$ cat src/rtl/sram_arb_pkg.sv
// sram_arb_pkg: shared types and defaults for the two-port SRAM arbiter.
//   own_state_t   : ownership FSM state (IDLE, OWN0, OWN1)
//   SRAM_ADDR_W   : default SRAM address width
//   SRAM_DATA_W   : default SRAM data width
//   own_mask()    : per-state eligibility mask handed to the round-robin picker
package sram_arb_pkg;

    localparam int SRAM_ADDR_W = 3;
    localparam int SRAM_DATA_W = 8;

    typedef enum logic [1:0] {
        IDLE = 2'd0,
        OWN0 = 2'd1,
        OWN1 = 2'd2
    } own_state_t;

    // While a port owns the SRAM only that port may be granted.
    function automatic logic [1:0] own_mask(input own_state_t st);
        logic [1:0] m;
        case (st)
            IDLE:    m = 2'b11;
            OWN0:    m = 2'b01;
            OWN1:    m = 2'b10;
            default: m = 2'b11;
        endcase
        return m;
    endfunction

endpackage

$ cat src/rtl/sram_arbiter_rr_arb2.sv
// rr_arb2: combinational 2-input round-robin picker.
//   req[1:0]  in  : raw requests
//   last_gnt  in  : port granted most recently (0 or 1)
//   mask[1:0] in  : eligibility from the ownership FSM
//   gnt[1:0]  out : one-hot grant (or zero)
module rr_arb2 (
    input  logic [1:0] req,
    input  logic       last_gnt,
    input  logic [1:0] mask,
    output logic [1:0] gnt
);

    logic [1:0] elig_s;

    assign elig_s = req & mask;

    // Pick the single eligible port; on a tie favour the port not granted last.
    always_comb begin
        gnt = 2'b00;
        case (elig_s)
            2'b01:   gnt = 2'b01;
            2'b10:   gnt = 2'b10;
            2'b11:   gnt = last_gnt ? 2'b01 : 2'b10;
            default: gnt = 2'b00;
        endcase
    end

endmodule

$ cat src/rtl/sram_arbiter.sv
// sram_arbiter: shares one simple_sram (sync write, 1-cycle registered read)
// between two masters, one beat per cycle, round-robin with per-port lock.
//   req/we/lock/addr/wdata 0,1  in  : per-port access request
//   gnt0/gnt1                   out : combinational beat acceptance
//   rvalid0/1, rdata0/1         out : registered read response (gnt at T -> rvalid at T+2)
//   sram_wr_en/addr/din         out : SRAM drive
//   sram_dout                   in  : SRAM read data, valid the cycle after issue
module sram_arbiter
    import sram_arb_pkg::*;
#(
    parameter int ADDR_W = SRAM_ADDR_W,
    parameter int DATA_W = SRAM_DATA_W
) (
    input  logic              clk,
    input  logic              rst_n,
    input  logic              req0,
    input  logic              req1,
    input  logic              we0,
    input  logic              we1,
    input  logic              lock0,
    input  logic              lock1,
    input  logic [ADDR_W-1:0] addr0,
    input  logic [ADDR_W-1:0] addr1,
    input  logic [DATA_W-1:0] wdata0,
    input  logic [DATA_W-1:0] wdata1,
    output logic              gnt0,
    output logic              gnt1,
    output logic              rvalid0,
    output logic              rvalid1,
    output logic [DATA_W-1:0] rdata0,
    output logic [DATA_W-1:0] rdata1,
    output logic              sram_wr_en,
    output logic [ADDR_W-1:0] sram_addr,
    output logic [DATA_W-1:0] sram_din,
    input  logic [DATA_W-1:0] sram_dout
);

    own_state_t        state_q, state_d;
    logic              last_gnt_q, last_gnt_d;
    logic              rd_pend_q, rd_pend_d;
    logic              rd_tag_q, rd_tag_d;
    logic              rvalid0_q, rvalid1_q;
    logic [DATA_W-1:0] rdata0_q, rdata1_q;
    logic [1:0]        arb_gnt_s;
    logic [1:0]        gnt_s;

    rr_arb2 u_rr_arb2 (
        .req      ({req1, req0}),
        .last_gnt (last_gnt_q),
        .mask     (own_mask(state_q)),
        .gnt      (arb_gnt_s)
    );

    // Reset is asynchronous, so grants are gated directly to keep the SRAM
    // untouched while rst_n is low.
    assign gnt_s = arb_gnt_s & {2{rst_n}};
    assign gnt0  = gnt_s[0];
    assign gnt1  = gnt_s[1];

    // SRAM drive mux; idle cycles park on port 0 values with writes disabled.
    always_comb begin
        sram_addr  = addr0;
        sram_din   = wdata0;
        sram_wr_en = 1'b0;
        if (gnt_s[1]) begin
            sram_addr  = addr1;
            sram_din   = wdata1;
            sram_wr_en = we1;
        end else if (gnt_s[0]) begin
            sram_wr_en = we0;
        end else begin
            sram_wr_en = 1'b0;
        end
    end

    // Ownership next state; an owner leaves on any cycle its lock is low.
    always_comb begin
        state_d = state_q;
        case (state_q)
            IDLE: begin
                if (gnt_s[0] && lock0) begin
                    state_d = OWN0;
                end else if (gnt_s[1] && lock1) begin
                    state_d = OWN1;
                end else begin
                    state_d = IDLE;
                end
            end
            OWN0:    state_d = lock0 ? OWN0 : IDLE;
            OWN1:    state_d = lock1 ? OWN1 : IDLE;
            default: state_d = IDLE;
        endcase
    end

    // Round-robin history and read-issue tracking.
    always_comb begin
        last_gnt_d = last_gnt_q;
        if (gnt_s[1]) begin
            last_gnt_d = 1'b1;
        end else if (gnt_s[0]) begin
            last_gnt_d = 1'b0;
        end else begin
            last_gnt_d = last_gnt_q;
        end
        rd_pend_d = (gnt_s[0] & ~we0) | (gnt_s[1] & ~we1);
        rd_tag_d  = gnt_s[1];
    end

    // Control state: FSM, round-robin pointer (1 so port 0 wins first), read tag.
    always_ff @(posedge clk or negedge rst_n) begin
        if (!rst_n) begin
            state_q    <= IDLE;
            last_gnt_q <= 1'b1;
            rd_pend_q  <= 1'b0;
            rd_tag_q   <= 1'b0;
        end else begin
            state_q    <= state_d;
            last_gnt_q <= last_gnt_d;
            rd_pend_q  <= rd_pend_d;
            rd_tag_q   <= rd_tag_d;
        end
    end

    // Response capture: SRAM data is valid in the cycle after issue and is
    // steered to the tagged port; rdata holds between captures.
    always_ff @(posedge clk or negedge rst_n) begin
        if (!rst_n) begin
            rvalid0_q <= 1'b0;
            rvalid1_q <= 1'b0;
            rdata0_q  <= '0;
            rdata1_q  <= '0;
        end else begin
            rvalid0_q <= rd_pend_q & ~rd_tag_q;
            rvalid1_q <= rd_pend_q & rd_tag_q;
            if (rd_pend_q && !rd_tag_q) begin
                rdata0_q <= sram_dout;
            end
            if (rd_pend_q && rd_tag_q) begin
                rdata1_q <= sram_dout;
            end
        end
    end

    assign rvalid0 = rvalid0_q;
    assign rvalid1 = rvalid1_q;
    assign rdata0  = rdata0_q;
    assign rdata1  = rdata1_q;

endmodule

$ cat config.mk
export PLATFORM = sky130hd
export DESIGN_NAME = sram_arbiter
export DESIGN_NICKNAME = d
export VERILOG_FILES = /design/src/rtl/sram_arb_pkg.sv /design/src/rtl/sram_arbiter_rr_arb2.sv /design/src/rtl/sram_arbiter.sv
export SDC_FILE = /design/constraint.sdc
export NUM_CORES = 1
export LEC_CHECK = 0
export ABC_AREA = 1
export ABC_CLOCK_PERIOD_IN_PS = 2500
export BUFFER_PORTS_ARGS = -buffer_cell sky130_fd_sc_hd__buf_2
export CORE_UTILIZATION = 47
export CTS_BUF_LIST = sky130_fd_sc_hd__clkbuf_4
export DETAILED_ROUTE_END_ITERATION = 10
export GPL_ROUTABILITY_DRIVEN = 0
export GPL_TIMING_DRIVEN = 0
export PLACE_DENSITY = 0.86
export SLEW_MARGIN = 30
export SYNTH_ARGS = -nofsm -noshare
export SYNTH_HDL_FRONTEND = slang
export SYNTH_SLANG_ARGS = --single-unit
$ cat constraint.sdc
create_clock -name clk -period 2.5 [get_ports clk]
set_input_delay 0.125 -clock clk [delete_from_list [all_inputs] [get_ports clk]]
set_output_delay 0.125 -clock clk [all_outputs]
set_load 0.005 [all_outputs]
* Word level (Yosys, flattened, before mapping)
Cells that the tools add are included.
Operators by class: add/sub/neg operators 0, multiply operators 0, div/mod/pow operators 0, order comparisons 0, eq/ne operators 5, shifts and indexed selects 0, multiplexer cells 14, bitwise operators 10, reduce and logical (&&, ||, !) cells 7
Operators with widths (number):
- $pmux W2 S3 | 2
- $mux W2 | 4
- $mux W8 | 1
- $eq A2 B2 Y1 const B | 3
- $mux W1 | 5
- $and A1 B1 Y1 | 4
- $and A2 B2 Y2 | 2
- $eq A2 B1 Y1 const B | 2
- $logic_and A1 B1 Y1 | 4
- $pmux W2 S2 | 1
- $mux W3 | 1
- $not A1 Y1 | 3
- $logic_not A2 Y1 | 1
- $reduce_bool A2 Y1 | 1
- $logic_not A1 Y1 | 1
- $or A1 B1 Y1 | 1
Word-level totals: flip-flop bits (word level) 23, bits in latches 0, memory bits (writable) 0, bits in read-only memories 0, bits of input ports 38, output and inout port bits 32, logic and storage cells 44, memories kept 0

* Depth between registers and ports, before layout
depth after elaboration 10, gate-level depth with buffers 8, mapped depth without buffers 7

* Cells and area by module
Synthesis repeated with hierarchy kept, for this count alone.
Second synthesis, totals: cells, all modules 136, area, all modules 1186.1 µm²
Modules (own cells, without submodules):
- sram_arbiter | instances 1, cells an instance 128, area each 1154.9 µm², seq. area each 576.8 µm²
- rr_arb2 | instances 1, cells an instance 8, area each 31.3 µm², seq. area each 0.0 µm²

* Worst setup path after synthesis
Ideal clock, no wire load.
path type register -> output, start register state_q[0], end output port sram_addr[0], data arrival time 972 ps, data required time 2375 ps, setup slack 1403 ps, cell stages (with the launch flop) 7, path buffers 1, path through dfrtp_1 inv_1 nand2_1 nand3_2 buf_2 nand3_1 nand2_1
On the way: word-level cells in the longest chain between the ends 7, elaborated cells between the ends (all ways) 10, those cells by class eq/ne: 5; mux: 3; bitwise: 2
Ends and longest elaborated chain:
- from (decl) | line sram_arbiter.sv:38 | own_state_t state_q, state_d;
- from (signal assigned) | line sram_arbiter.sv:117 | state_q <= state_d;
- $eq A2 B2 Y1 / $eq A2 B1 Y1 (equally long branches) | line sram_arb_pkg.sv:20 | case (st)
- $pmux W2 S2 (*) | line sram_arb_pkg.sv:20
- $and A2 B2 Y2 (*) | line sram_arbiter_rr_arb2.sv:15 | assign elig_s = req & mask;
- $eq A2 B2 Y1 / $eq A2 B1 Y1 (equally long branches) | line sram_arbiter_rr_arb2.sv:20 | case (elig_s)
- $pmux W2 S3 (*) | line sram_arbiter_rr_arb2.sv:20
- $and A2 B2 Y2 (*) | line sram_arbiter.sv:56 | assign gnt_s = arb_gnt_s & {2{rst_n}};
- $mux W3 (*) | line sram_arbiter.sv:65 | if (gnt_s[1]) begin
- to (decl) | line sram_arbiter.sv:33 | output logic [ADDR_W-1:0] sram_addr,
Mark *: on every way between the ends. The rest lies on a longest branch, timed or not.

* Worst setup path in the final report
start input port rst_n, end output port sram_din[5]
On the way: word-level cells in the longest chain between the ends 2
Ends and longest elaborated chain:
- from (decl) | line sram_arbiter.sv:15 | input logic rst_n,
- $and A2 B2 Y2 | line sram_arbiter.sv:56
- $mux W8 | line sram_arbiter.sv:65
- to (decl) | line sram_arbiter.sv:34 | output logic [DATA_W-1:0] sram_din,
Every way passes these cells.

==> summary.txt <==
Run status
  – Status: complete, no violations

Timing
  – Final setup vio count: 0
  – Final Cycle Share: 83.7%
  – Slew @ Worst Pin: between 0.5 and 0.6 ns
  – Fin worst setup slack: roughly 0.4 ns
  – Max-slew violation count: 0
  – Final min period: 2.09 ns
  – Relative slew slack: 66.2%
  – F_max: 478 MHz
  – TNS Setup: 0 ns
  – Hold Vio Cnt, Final: 0
  – Final setup skew: 0.00190 ns
  – RSZ-0062 raised after global routing: false

Place
  – Place WS: 0.902 ns
  – DP HPWL: 2060 microns
  – PortBufs: 69
  – Placed insts: 231

Cells and area
  – Antenna fix cells: 0
  – Multi-input logic area: roughly 440 sq um
  – Layout Cells excl Fill: around 240
  – Layout cell share with drive strength beyond 1: 41.3%
  – Sequential cell area: 577 sq um
  – Number of fill cells: about 190
  – Nets: about 250
  – Area grow syn2layout: 37.6%
  – Fin util: 69.2%

Global route
  – Antenna violations before repair: 0
  – Number of global-route vias before repair: 1,088
  – GR Overflow Total: 0
  – First-pass GRT wire length: between 4000 and 5000 microns
  – Largest net degree at the start of global routing: 25
  – Gr usage total: 23.6%

Setup path
  – Critical path arrival: 1.97 ns
  – CP top delay family: buffers and inverters
  – Crit path depth: 9
  – WP buf/inv: 5
  – Slowest stage cell, crit path: dlygate4sd3_1
  – Worst Setup End Kind: output pin
  – Worst Path Max Fanout: 24
  – WP data required: 2.38 ns
  – Reg2reg path depth: 3
  – Crit-path max cell delay: around 0.52 ns
  – Startpoint type of the worst setup path: primary input
  – Crit path kind: primary input to output pin
  – Critical Path, Cell by Cell: dlygate4sd3_1 -> buf_2 -> inv_1 -> nor2_8 -> nand2_4 -> buf_6 -> nand2_1 -> nand2_1 -> buf_2

Clock network
  – Inserted Clock Buffers: 3
  – Worst skew pair latency: 0.31 ns
  – Clock sink count: 23
  – CTS Buffer Depth: 2
  – Reg clk slew, reported paths: 0.12 ns
  – Root buf cell: clkbuf_4
  – TritonCTS clock tree: built
  – Post-CTS Repair Setup Buffers: 0
  – Htree depth: 1

Synthesis
  – Mean Syn Cell Area: 8.30 sq um
  – Post-Synthesis Cell Area: around 0.0011 sq mm
  – Syn nets: 172
  – Warnings, synthesis: 0
  – #FFs+latches synth: 23
  – Post-synthesis sequential area ratio: 51.9%
  – Distinct cell type count after synthesis: 21
  – Gate Count Post-Synth: 134

Worst hold path
  – Hold path depth: 3
  – Worst hold path class: primary input to flop

Run
  – Maxcap violations: 0

Route
  – Drt drc: 0
  – Routed wire per std cell: 11.2 microns
  – Via count: around 1.2k
  – Post-DRT Antenna Nets: 0
  – Drt first pass iters: 4
  – Avg Vias per Cell: 4.89
  – Routed wire length: between 2000 and 3000 microns
  – First DRT Iteration DRCs: 19

Floorplanning
  – Row cnt: 17
  – Die Ht: 50.7 microns
  – Die Wd: 50.7 microns
  – Starting Density: 50.3%
  – Core area: 0.00221 sq mm
  – Die ar.: 0.00257 sq mm
  – I/O pins: 70

Pwr
  – Sequential group share of total power: 50.9%
  – VDD IR max: 0.419 mV
  – Pwr/cell area: 705 mW/mm^2
  – Leak pwr: 0.930 nW
  – Combinational power share: about a third
  – Sw power: 0.000356 W
  – Clk pwr share: 15.6%
  – Switching share of power: 33.0%
  – Internal: 0.000723 W
cell usage after synthesis, drive strengths merged:
library cell / instances / share of area (%)
a21oi: 1 / 0.79
nand3: 16 / 7.6
dfrtp: 22 / 49
clkbuf: 1 / 0.34
inv: 16 / 5.4
o21ai: 18 / 8.1
buf: 4 / 3.1
nand2: 49 / 18
and2: 1 / 0.56
dfstp: 1 / 2.4
nor2: 3 / 2.7
nand3b: 2 / 1.3
layout by cell type (no fill, tap or decap):
master / instances
buf_2: 70
nand2_1: 46
dfrtp_1: 22
o21ai_0: 17
inv_1: 15
nand3_1: 15
clkbuf_4: 3
nand2_4: 2
buf_6: 2
nand3b_1: 2
inv_2: 1
nor2_2: 1
nand2_2: 1
o21ai_1: 1
nor2_8: 1
nand3_2: 1
buf_4: 1
a21oi_2: 1
and2_1: 1
nor2_1: 1
clkbuf_1: 1
clkinv_2: 1
dlygate4sd3_1: 1
dfstp_2: 1
kinds of logic (layout without fill, tap and decap cells):
kind of cell	after synthesis	after routing	share of synthesized area (%)
DFF	23	23	51.9
AOI/OAI and AO/OA	19	19	8.89
buffers and inverters	21	95	8.89
and+or+nand+nor	71	71	30.4
final timing paths:
path	from	to	slack, ns
min reg2reg	rd_tag_q	rvalid0	0.45
max in group asynchronous	rst_n	last_gnt_q	1.84
min	lock1	state_q[1]	0.03
max	rst_n	sram_din[5]	0.41
min in group asynchronous	rst_n	rdata1[4]	0.30
max reg2reg	rd_tag_q	rdata1[0]	1.21
metal layers:
layer	track usage, %	vias up	wire length, microns	share of wire (%)
li1	-	568	-	-
met5	0	-	0	0
met3	3.03	4	130	4.9
met2	43.3	47	1330	50
met1	27.9	535	1150	43
met4	8.33	0	34	1.3
area by class of cell:
class	count	share of cell area, %
Sequential cell	23	37.7
Multi-Input combinational cell	90	28.5
Timing Repair Buffer	70	23.2
Inverter	16	3.92
Buffer	5	2.53
Tap cell	28	2.29
Clock buffer	3	1.47
Clock inverter	1	0.327
repair_timing:
action	CTS	global route
hold endpoints to repair	22	0
gates resized for setup	0	0
hold buffers	1	0
tightest hold or removal path: cells and delay by family:
| kind | cells | cell delay, ns |
|---|---|---|
| AOI/OAI and AO/OA | 1 | 0.03 |
| buffers and inverters | 1 | 0.10 |
| and+or+nand+nor | 1 | 0.07 |
through the flow:
step	power, W	cell area, sq um	hold WS, ns
after detailed placement	0.000919	1490	0.125
after global placement	0.000894	1490	0.113
final	0.00108	1530	0.0319
after floorplan	0.000718	1110	-0.171
after CTS	0.00109	1530	0.0273
after global routing	0.00116	1530	0.0166
power groups by stage:
stage / Sequential [W] / Combinational, W / Clock, W
after floorplan: 0.000561 / 0.000157 / 0
after global placement: 0.000544 / 0.000350 / 0
after detailed placement: 0.000555 / 0.000364 / 0
after CTS: 0.000548 / 0.000366 / 0.000171
after global routing: 0.000561 / 0.000415 / 0.000185
final: 0.000549 / 0.000361 / 0.000169
sequential cells by signal, indices dropped and copies added, names as in the netlist:
name,cells
rdata0,8
rdata1,8
state_q,2
last_gnt_q,1
rd_pend_q,1
rd_tag_q,1
rvalid0,1
rvalid1,1
No activity file was read; power rests on OpenSTA's default activity.
